## src/rtl/pc_word_out_arbiter_pkg.sv

```systemverilog
// Shared definitions for the PC-word output arbiter: field-width defaults,
// the arbiter state encoding and index-width helpers that stay legal for N=1.
package PCWordPkg;

  localparam int NIN_DEF       = 4;
  localparam int NCODE_DEF     = 8;
  localparam int NDATA_OUT_DEF = 24;

  // Index width that never collapses to zero bits (a single channel still
  // needs a 1-bit owner/pointer register).
  function automatic int clog2_safe(input int n);
    return (n <= 1) ? 1 : $clog2(n);
  endfunction

  localparam int IDX_W_DEF = clog2_safe(NIN_DEF);

  typedef logic [IDX_W_DEF-1:0] idx_def_t;

  typedef enum logic {
    IDLE = 1'b0,
    BUSY = 1'b1
  } arb_state_t;

endpackage

```

## src/rtl/pc_word_out_arbiter_rr_priority_pick.sv

```systemverilog
// Round-robin priority picker: returns the first asserted request at or
// after ptr, wrapping from N-1 back to 0. Purely combinational.
module rr_priority_pick
  import PCWordPkg::*;
#(
  parameter int N = NIN_DEF,
  parameter int W = clog2_safe(N)
) (
  input  logic [N-1:0] req,
  input  logic [W-1:0] ptr,
  output logic [W-1:0] idx,
  output logic         any
);

  // Scan ptr, ptr+1, ... and keep the first hit; idx falls back to ptr.
  always_comb begin
    // NOTE: every output of a combinational block gets a default before any
    // conditional assignment, otherwise synthesis infers a latch.
    idx = ptr;
    any = 1'b0;
    for (int k = 0; k < N; k++) begin
      int cand;
      cand = int'(ptr) + k;
      if (cand >= N) cand = cand - N;
      if (!any && req[cand]) begin
        idx = W'(cand);
        any = 1'b1;
      end
    end
  end

endmodule

```

## src/rtl/pc_word_out_arbiter.sv

```systemverilog
// Round-robin arbiter for the single serialized PC-word output channel.
// The grant is held on one producer from its first flit until its last flit
// has transferred, so multi-part words never interleave. The datapath is a
// zero-latency mux; only the lock state, owner and round-robin pointer are
// registered.
module pc_word_out_arbiter
  import PCWordPkg::*;
#(
  parameter int Nin       = NIN_DEF,
  parameter int Ncode     = NCODE_DEF,
  parameter int Ndata_out = NDATA_OUT_DEF,
  localparam int IW       = clog2_safe(Nin)
) (
  input  logic                     clk,
  input  logic                     reset_n,
  input  logic [Nin-1:0]           in_v,
  input  logic [Nin-1:0]           in_last,
  input  logic [Nin*Ncode-1:0]     in_code,
  input  logic [Nin*Ndata_out-1:0] in_payload,
  output logic [Nin-1:0]           in_a,
  output logic                     out_v,
  output logic [Ncode-1:0]         out_code,
  output logic [Ndata_out-1:0]     out_payload,
  input  logic                     out_a,
  output logic [IW-1:0]            grant_owner,
  output logic                     locked
);

  arb_state_t    r_state, w_state_nxt;
  logic [IW-1:0] r_owner, w_owner_nxt;
  logic [IW-1:0] r_ptr,   w_ptr_nxt;

  logic [IW-1:0] w_pick_idx;
  logic          w_pick_any;
  logic [IW-1:0] w_sel;
  logic          w_out_v;

  // Next round-robin start after index i; wraps to 0 (constant 0 when Nin=1).
  function automatic logic [IW-1:0] wrap_inc(input logic [IW-1:0] i);
    if (int'(i) >= Nin - 1) return '0;
    return i + 1'b1;
  endfunction

  rr_priority_pick #(
    .N (Nin),
    .W (IW)
  ) u_pick (
    .req (in_v),
    .ptr (r_ptr),
    .idx (w_pick_idx),
    .any (w_pick_any)
  );

  // Datapath: select the locked owner when BUSY, otherwise the round-robin
  // pick; the ack goes back only to the selected producer.
  always_comb begin
    w_sel       = (r_state == BUSY) ? r_owner : w_pick_idx;
    w_out_v     = 1'b0;
    if (reset_n) begin
      w_out_v = (r_state == BUSY) ? in_v[r_owner] : w_pick_any;
    end
    out_v       = w_out_v;
    out_code    = in_code[int'(w_sel)*Ncode +: Ncode];
    out_payload = in_payload[int'(w_sel)*Ndata_out +: Ndata_out];
    in_a        = '0;
    in_a[w_sel] = out_a & w_out_v;
    grant_owner = reset_n ? w_sel : '0;
    locked      = (r_state == BUSY);
  end

  // Next-state logic: an unacked offer or a non-final flit locks the grant;
  // a final-flit transfer releases it and advances the pointer past the winner.
  always_comb begin
    w_state_nxt = r_state;
    w_owner_nxt = r_owner;
    w_ptr_nxt   = r_ptr;
    case (r_state)
      IDLE: begin
        if (w_out_v) begin
          if (out_a && in_last[w_sel]) begin
            w_ptr_nxt = wrap_inc(w_sel);
          end else begin
            w_state_nxt = BUSY;
            w_owner_nxt = w_sel;
          end
        end
      end
      BUSY: begin
        if (w_out_v && out_a && in_last[r_owner]) begin
          w_state_nxt = IDLE;
          w_ptr_nxt   = wrap_inc(r_owner);
        end
      end
      default: w_state_nxt = IDLE;
    endcase
  end

  // State, owner and pointer registers; async reset drops any held lock.
  always_ff @(posedge clk or negedge reset_n) begin
    if (!reset_n) begin
      r_state <= IDLE;
      r_owner <= '0;
      r_ptr   <= '0;
    end else begin
      // NOTE: sequential state uses non-blocking assignments so every flop
      // samples the pre-edge values regardless of statement order.
      r_state <= w_state_nxt;
      r_owner <= w_owner_nxt;
      r_ptr   <= w_ptr_nxt;
    end
  end

endmodule
```

## config.mk

```make
export PLATFORM = sky130hd
export DESIGN_NAME = pc_word_out_arbiter
export DESIGN_NICKNAME = d
export VERILOG_FILES = /design/src/rtl/pc_word_out_arbiter_pkg.sv /design/src/rtl/pc_word_out_arbiter_rr_priority_pick.sv /design/src/rtl/pc_word_out_arbiter.sv
export SDC_FILE = /design/constraint.sdc
export NUM_CORES = 1
export LEC_CHECK = 0
export ABC_AREA = 1
export CORE_ASPECT_RATIO = 2
export CORE_UTILIZATION = 29
export DETAILED_ROUTE_END_ITERATION = 10
export MAX_ROUTING_LAYER = met4
export PLACE_DENSITY = 0.85
export SKIP_CTS_REPAIR_TIMING = 1
export SLEW_MARGIN = 20
export SYNTH_ARGS = -nofsm -noshare
export SYNTH_HDL_FRONTEND = slang
export SYNTH_SLANG_ARGS = --single-unit
```

## constraint.sdc

```tcl
create_clock -name clk -period 2.6 [get_ports clk]
set_input_delay 0.52 -clock clk [delete_from_list [all_inputs] [get_ports clk]]
set_output_delay 0.52 -clock clk [all_outputs]
set_load 0.01 [all_outputs]
```

==> impl_metrics.ini <==
[sta]
worst_pin_slew_ns = 0.3431
fin_ws_ns = -0.5098
finalCriticalPeriod_ns = 3.110
min_period_over_period_pct = 119.6
rsz0062_at_grt = yes
fin_skew_ns = 0.0004281
fin_setup_tns_ns = -15.14
drv_slew = 0
whs_ns = 0.5865
finalHoldViolations = 0
setup_violations = 38
relSlewSlack_pct = 76.89
fmax_mhz = 321.6

[worst_setup_path]
rr_worst_depth = 17
path_delay_family = simple AND/OR/NAND/NOR gates
cp_num_buf_inv = 5
ff2ff_setup_slack_ns = 0.08
critPathArrivalTime_ns = 2.59
startpoint_type = flip-flop
crit_type = reg -> out
slowest_stage = dfrtp_2
reg2reg_from = r_ptr[0]
end_kind = primary output
critical_path.max_fanout = 12
r2r_end = r_ptr[0]
crit_chain = buf_6 > nand2_4 > nand2_2 > nand2_2 > nand2_4 > nor2_8 > nand4_1 > nand2_1 > nand2_2 > nand2_8 > inv_8 > buf_12 > buf_4 > o211ai_1 > o31ai_2 > clkbuf_2
worst_path_largest_cell_delay_ns = 0.43
crit_top_cell = nand2_2
required_ns = 2.08

[finish]
postLayoutCellArea_um2 = 4383
drive_gt1_share_pct = 24.86
num_antenna_cells = 0
syn_to_final_growth_pct = 126.4
fin_nets = 684

[synthesis]
netlist_area_um2 = 1936
synthAdderAreaFrac_pct = 3.232
synthMuxAreaShare_pct = 0
synth.distinct_cells = 29
synth_top_family_by_area = simple AND/OR/NAND/NOR gates
netlist_top_cells_count = 71 x nor2_1, 65 x nand2_1, 32 x o31ai_1, 27 x o211ai_1, 20 x or2_1
synth_seq_cells = 5
yosys.area_share.simple_pct = 48.42
synth_area_leaders = nor2_1 14%, nand2_1 13%, o31ai_1 12%
synth_top_area_share_pct = 13.77
synth-xor-area-share_pct = 0
yosysSeqAreaShare_pct = 6.464
synth_edf_count = 0
synth_area_leader_cell = nor2_1
ys_warn_count = 0
syn_inst = 330
syn_area_per_cell_um2 = 5.865
yosysMostFrequentCell = nor2_1
synth-compound-area-share_pct = 29.09
syn-num-nets = 474
synthFlopType = dfrtp_1
async_flop_share_pct = 100.0

[drt]
wl_per_cell_um = 16.75
detail_route.vias_per_cell = 5.198
drt_pass1_iterations = 4
postRouteAntennaNets = 0
dr_total_vias = 3249
routed_wl_um = 10470
drtIter0Drc = 135
drc = 0

[cts]
htreeDepth = 1
cts_buffer_depth = 2
clock_latency_ns = 0.23
cts_sinks = 5
path_clk_slew_ns = 0.03
cts_root_buffer = clkbuf_16
cts_tree = done
numCtsBuffers = 3

[floorplan]
initial_utilization_pct = 30.43
dieHeight_um = 117.5
core_um2 = 6361
pin_count = 179
rows = 41
die_width_um = 59.77
dieArea_um2 = 7025

[run]
drv_cap = 0

[run_status]
status = finished, violations left
violations = setup timing

[grt]
grt_max_degree = 39
gr-usage-all-layers_pct = 25.90
grt_pass1_wl_um = 13810
antenna_found_initial = 0
grt_pass1_vias = 3051
gr-total-overflow = 0

[placed_design]
pre_cts_ws_ns = -1.188
numPortBuffers = 178
gp_congestion = 1.030
dpl_cell_area_um2 = 4005
detailed_place_hpwl_um = 7645

[min_path]
min_path_type = in -> async

[power]
p_leak_nw = 2.047
powerDensity_nw_per_um2 = 1638
max-vdd-ir-drop_v = 0.0008239
-- sequential cells by signal (all words and copies together), names as in the netlist --
register and flops:
locked 1, r_owner 2, r_ptr 2
-- layout make-up --
| cell class | count | area [um2] |
|---|---|---|
| fillers | 515 | 1978 |
| multi-input cells | 283 | 1689 |
| flip-flops and latches | 5 | 126.4 |
| repair buffers | 229 | 2301 |
| clock buffers | 4 | 78.83 |
| inverters | 18 | 80.08 |
| well taps | 86 | 107.6 |
-- metal layers --
layer / GRT usage (%) / wire length (um) / vias to the layer above
met5: - / 0 / -
met4: 12.06 / 455 / 0
met3: 3.736 / 743 / 34
met2: 44.86 / 5752 / 182
met1: 27.50 / 3514 / 1487
li1: - / - / 1546
-- layout by cell type, fill, tap and decap left out, types with 6 or more instances in the layout --
cell type | Yosys | final
clkdlybuf4s50_1 | 0 | 135
nor2_1 | 71 | 68
nand2_1 | 65 | 52
buf_4 | 3 | 33
o211ai_1 | 27 | 27
o31ai_1 | 32 | 24
or2_1 | 20 | 20
nand2_2 | 7 | 17
dlymetal6s2s_1 | 0 | 17
nand3_1 | 17 | 14
inv_1 | 15 | 14
clkbuf_2 | 0 | 14
buf_2 | 7 | 12
clkbuf_16 | 0 | 10
o31ai_2 | 0 | 8
or2_0 | 6 | 6
or2_2 | 6 | 6
buf_12 | 0 | 6
-- power by group --
group	total, W	internal [W]	leakage, nW	switching, W
Clock	0.000254	0.000203	0.0382	0.0000504
Combinational	0.00675	0.00321	1.95	0.00355
Sequential	0.000171	0.000117	0.0607	0.0000541
Total	0.00718	0.00353	2.05	0.00365
-- metrics by stage --
step	util, %	std cells	power [W]
after floorplan	-	330	0.003392
after global placement	62.96	609	0.006086
after detailed placement	62.96	609	0.006182
after CTS	64.20	613	0.006472
after global routing	68.90	625	0.007642
final	68.90	625	0.007177
-- worst max path at each step --
stage               startpoint             end  slack, ns  cells past startpoint
CTS                    in_v[1]  out_payload[3]      -1.20                     17
floorplan              in_v[3]         in_a[3]       0.03                     16
global placement       in_v[1]     out_code[3]      -1.06                     17
global route          r_ptr[0]  out_payload[6]      -0.63                     13
finish                r_ptr[0]  out_payload[6]      -0.51                     16
detailed placement     in_v[1]  out_payload[3]      -1.19                     17
-- cells by family after synthesis --
kind of cell	count (synthesis)
adders and majority gates	5
AOI/OAI and AO/OA	75
buffers and inverters	42
and+or+nand+nor	203
DFF	5
Power figures use the tool's default switching activity.
